--- src/rtl/rr_priority_pick.sv ---
// ============================================================================
// Module   : rr_priority_pick
// Purpose  : Combinational one-hot picker, round-robin from ptr or lowest-index.
// Revision : 1.0 - initial release
// ============================================================================
`default_nettype none

module rr_priority_pick #(
    parameter  int N     = 4,
    localparam int SEL_W = $clog2(N)
) (
    input  logic [N-1:0]     elig,
    input  logic [SEL_W-1:0] ptr,
    input  logic             rr_mode,
    output logic [N-1:0]     grant,
    output logic [SEL_W-1:0] gidx,
    output logic             any
);

    localparam logic [SEL_W:0] c_n = (SEL_W + 1)'(N);

    logic [SEL_W:0]   w_idx;
    logic [SEL_W-1:0] w_start;

    // Unrolled scan from the start index; one extra index bit lets the wrap
    // work for channel counts that are not a power of two.
    always_comb begin
        grant   = '0;
        gidx    = '0;
        any     = 1'b0;
        w_idx   = '0;
        w_start = rr_mode ? ptr : '0;
        for (int k = 0; k < N; k++) begin
            w_idx = {1'b0, w_start} + (SEL_W + 1)'(k);
            if (w_idx >= c_n) begin
                w_idx = w_idx - c_n;
            end
            if (!any && elig[w_idx[SEL_W-1:0]]) begin
                any                       = 1'b1;
                grant[w_idx[SEL_W-1:0]]   = 1'b1;
                gidx                      = w_idx[SEL_W-1:0];
            end
        end
    end

endmodule

`default_nettype wire

--- src/rtl/rr_arb_mux.sv ---
// ============================================================================
// Module   : rr_arb_mux
// Purpose  : N-channel valid/ready arbiter feeding one registered output stage.
// Revision : 1.0 - initial release
// ============================================================================
`default_nettype none

module rr_arb_mux #(
    parameter  int N     = 4,
    parameter  int W     = 8,
    parameter  int RR    = 1,
    localparam int SEL_W = $clog2(N)
) (
    input  logic             clk,
    input  logic             rst_n,
    input  logic [N-1:0]     in_valid,
    input  logic [N*W-1:0]   in_data,
    output logic [N-1:0]     in_ready,
    input  logic             force_en,
    input  logic [SEL_W-1:0] force_sel,
    output logic             out_valid,
    output logic [W-1:0]     out_data,
    output logic [SEL_W-1:0] out_chan,
    input  logic             out_ready
);

    localparam logic [SEL_W:0]   c_n    = (SEL_W + 1)'(N);
    localparam logic [SEL_W-1:0] c_last = SEL_W'(N - 1);

    logic             r_out_valid;
    logic [W-1:0]     r_out_data;
    logic [SEL_W-1:0] r_out_chan;
    logic [SEL_W-1:0] r_ptr;

    logic [N-1:0]     w_force_mask;
    logic [N-1:0]     w_elig;
    logic [N-1:0]     w_grant;
    logic [SEL_W-1:0] w_gidx;
    logic             w_any;
    logic             w_load;
    logic [W-1:0]     w_win_data;

    // Out-of-range forced index leaves the mask empty, so nothing is granted.
    always_comb begin
        w_force_mask = '0;
        if ({1'b0, force_sel} < c_n) begin
            w_force_mask[force_sel] = 1'b1;
        end
    end

    assign w_elig = force_en ? (in_valid & w_force_mask) : in_valid;
    assign w_load = ~r_out_valid | out_ready;

    rr_priority_pick #(
        .N (N)
    ) u_pick (
        .elig    (w_elig),
        .ptr     (r_ptr),
        .rr_mode (RR != 0),
        .grant   (w_grant),
        .gidx    (w_gidx),
        .any     (w_any)
    );

    // No handshake is offered while in reset: the word would be dropped.
    assign in_ready = (w_load && rst_n) ? w_grant : '0;

    always_comb begin
        w_win_data = '0;
        for (int i = 0; i < N; i++) begin
            if (w_grant[i]) begin
                w_win_data = in_data[i*W +: W];
            end
        end
    end

    always_ff @(posedge clk) begin
        if (!rst_n) begin
            r_out_valid <= 1'b0;
            r_out_data  <= '0;
            r_out_chan  <= '0;
            r_ptr       <= '0;
        end else if (w_load) begin
            r_out_valid <= w_any;
            if (w_any) begin
                r_out_data <= w_win_data;
                r_out_chan <= w_gidx;
                if (RR != 0) begin
                    r_ptr <= (w_gidx == c_last) ? '0 : w_gidx + 1'b1;
                end
            end
        end
    end

    assign out_valid = r_out_valid;
    assign out_data  = r_out_data;
    assign out_chan  = r_out_chan;

endmodule

`default_nettype wire

--- config.mk ---
export PLATFORM = sky130hd
export DESIGN_NAME = rr_arb_mux
export DESIGN_NICKNAME = d
export VERILOG_FILES = /design/src/rtl/rr_priority_pick.sv /design/src/rtl/rr_arb_mux.sv
export SDC_FILE = /design/constraint.sdc
export NUM_CORES = 1
export LEC_CHECK = 0
export ABC_AREA = 1
export CORE_MARGIN = 2
export CORE_UTILIZATION = 45
export CTS_CLUSTER_SIZE = 20
export DETAILED_ROUTE_END_ITERATION = 8
export PLACE_DENSITY = 0.84
export SLEW_MARGIN = 0
export SYNTH_ARGS = -nofsm -noshare
export SYNTH_HDL_FRONTEND = slang
export SYNTH_SLANG_ARGS = --single-unit
--- constraint.sdc ---
create_clock -name clk -period 4.2 [get_ports clk]
set_input_delay 1.26 -clock clk [delete_from_list [all_inputs] [get_ports clk]]
set_output_delay 1.26 -clock clk [all_outputs]
set_load 0.005 [all_outputs]
==> impl_metrics.json <==
{
  "crit_top_cell": "nand3_2",
  "worst_skew_pair.late_latency_ns": 0.28,
  "worstSetupEndpointType": "output pin",
  "avgSynthCellArea_um2": 6.04,
  "final_area_mm2": 0.00205,
  "grt_pass1_wl_um": 6690,
  "cap_violations": 0,
  "cts-root-buf": "clkbuf_4",
  "antenna_found_initial": 0,
  "clock_sinks": 13,
  "avgRoutedWirePerCell_um": 13.3,
  "powerDensity_mw_per_mm2": 716,
  "synth_area_mm2": 0.00126,
  "finalMaxSlewViolations": 0,
  "finalClockSkew_ns": 0.00571,
  "firstDrtPassIters": 5,
  "io_pins": 57,
  "cp_top_family": "buffers and inverters",
  "wl_um": 4180,
  "grt_max_degree": 17,
  "crit_type": "in2out",
  "vias_per_cell": 5.29,
  "layout-drive-gt1-share_pct": 20.4,
  "final_nets": 332,
  "tightest_slew_ns": 0.396,
  "final_common_cell": "nand2_1",
  "yosysSeqAreaShare_pct": 20.7,
  "num-fill-cells": 231,
  "cp.arrival_ns": 2.84,
  "cts.clk_slew.worst_paths_ns": 0.07,
  "period_minus_slack_ns": 4.10,
  "cpMaxStageDelayCell": "dlygate4sd2_1",
  "clk_path_buf_depth": 2,
  "io_buffers": 56,
  "max_freq_ghz": 0.244,
  "drt_iter0_drc": 115,
  "drc": 0,
  "ys_ff_latch": 13,
  "rsz0062_at_grt": "false",
  "final_hold_viol_count": 0,
  "gp_congestion": 0.837,
  "dieWidth_um": 56.8,
  "hold_slack_ns": 0.523,
  "coreArea_mm2": 0.00271,
  "postRouteAntennaNets": 0,
  "netlist_instances": 208,
  "dieHeight_um": 56.8,
  "slowest_delay_ns": 0.27,
  "num_antenna_cells": 0,
  "ys_types": 25,
  "final_cell_mix": "46 x nand2_1, 45 x clkdlybuf4s50_1, 37 x a21oi_1, 21 x nand3_1",
  "synth_fp_nets": 255,
  "start_kind": "input port",
  "setup_violations": 0,
  "dpl_cell_area_mm2": 0.00196,
  "num_rows": 19,
  "cts_tree": "yes",
  "numCtsBuffers": 3,
  "min_period_over_period_pct": 97.5,
  "grt.total_usage_pct": 26.1,
  "yosysWarningCount": 0,
  "crit_fanout": 5,
  "overflow": 0,
  "critPathRequiredTime_ns": 2.94,
  "vdd_ir_drop_max_mv": 0.530,
  "status": "complete, no violations",
  "die-area_mm2": 0.00323,
  "relSlewSlack_pct": 73.6,
  "path_cells": "clkdlybuf4s15_1, nand2_1, nand3_2, nand3_2, nand2_4, buf_4, nand3_1, o21ai_1, a21oi_2, o21ai_4, inv_1, nor2_1, dlygate4sd2_1",
  "vias": 1665,
  "syn_to_final_growth_pct": 63.2,
  "grt_pass1_vias": 1508,
  "hold_path.class": "reg2reg",
  "start_util_pct": 46.4,
  "dp_hpwl_um": 3030,
  "crit_buf_inv": 4,
  "cts_max_level": 1,
  "hold_buffers": 0,
  "p_leak_nw": 0.960
}
-- worst paths after layout --
check                      to        start  slack [ns]  depth (start not counted)
setup / recovery  in_ready[3]     force_en        0.10                         13
hold / removal    out_data[1]  out_data[1]        0.52                          2
setup reg to reg  out_data[5]         flop        1.45                         13
hold reg to reg   out_data[1]  out_data[1]        0.52                          2
-- tightest hold or removal path, stage by stage (launching register included) --
cell and delay, ns:
dfxtp_1 0.32, o21ai_1 0.12, a21oi_1 0.04
-- through the flow --
stage,TNS (ns),instances,utilization [%],setup WS (ns),power (mW)
4_1_cts,0,313,74.7,0.00470,1.42
5_1_grt,0,315,75.7,0.00986,1.61
6_report,0,315,75.7,0.103,1.47
3_3_place_gp,-1.39,308,72.2,-0.391,1.29
2_1_floorplan,0,208,-,0.487,0.935
3_5_place_dp,-1.59,308,72.2,-0.436,1.31
-- cells by family (layout without fill, tap and decap cells) --
family,count (synthesis),after routing,synth area share (%)
DFF,13,13,20.7
AOI/OAI and AO/OA,56,56,24.1
and+or+nand+nor,113,113,42.6
buffers and inverters,20,96,6.87
adders and majority gates,5,5,4.98
xor gates and xnor gates,1,1,0.697
-- where the power goes --
part,switching (mW),internal [mW],total (mW)
Combinational,0.694,0.484,1.18
Sequential,0.0405,0.172,0.213
Clock,0.0396,0.0369,0.0765
Total,0.774,0.693,1.47
-- state kept, by name, summed over array words and instances, names as in the netlist, named ones only --
register,cells
out_valid,1
r_ptr,1
out_data,8
out_chan,2
-- metal layers --
metal  vias up  routed length (µm)  GRT usage, %
met5         -                   0             0
met4         0                  50          8.97
met3         5                 304          2.07
met2        60                2090          43.9
met1       750                1740          35.1
li1        850                   -             -
-- timing repair --
| action | CTS | global route |
|---|---|---|
| setup endpoints to repair | 4 | 4 |
| gates resized for setup | 20 | 12 |
| buffers inserted | 1 | 2 |
| pin swaps | 4 | 3 |
-- layout make-up --
type | instances | area, µm² | share of cell area [%]
clock buffer | 4 | 26.3 | 1.28
sequential | 13 | 260 | 12.7
inverter | 16 | 60.1 | 2.93
multi-input combinational | 175 | 967 | 47.2
timing repair buffer | 76 | 698 | 34.0
tap | 31 | 38.8 | 1.89
-- synth_stat cells, drive strengths merged --
cell    count  area share (%)
buf         3             1.8
nand3      29              13
dfxtp      13              21
a311oi      1            0.70
ha          5             5.0
nor3        1            0.40
nor2       23             8.8
o21ai      16             7.6
a21oi      39              16
nand2      60              20
xor2        1            0.70
inv        16             4.8
clkbuf      1            0.30
No activity file was read; power rests on OpenSTA's default activity.
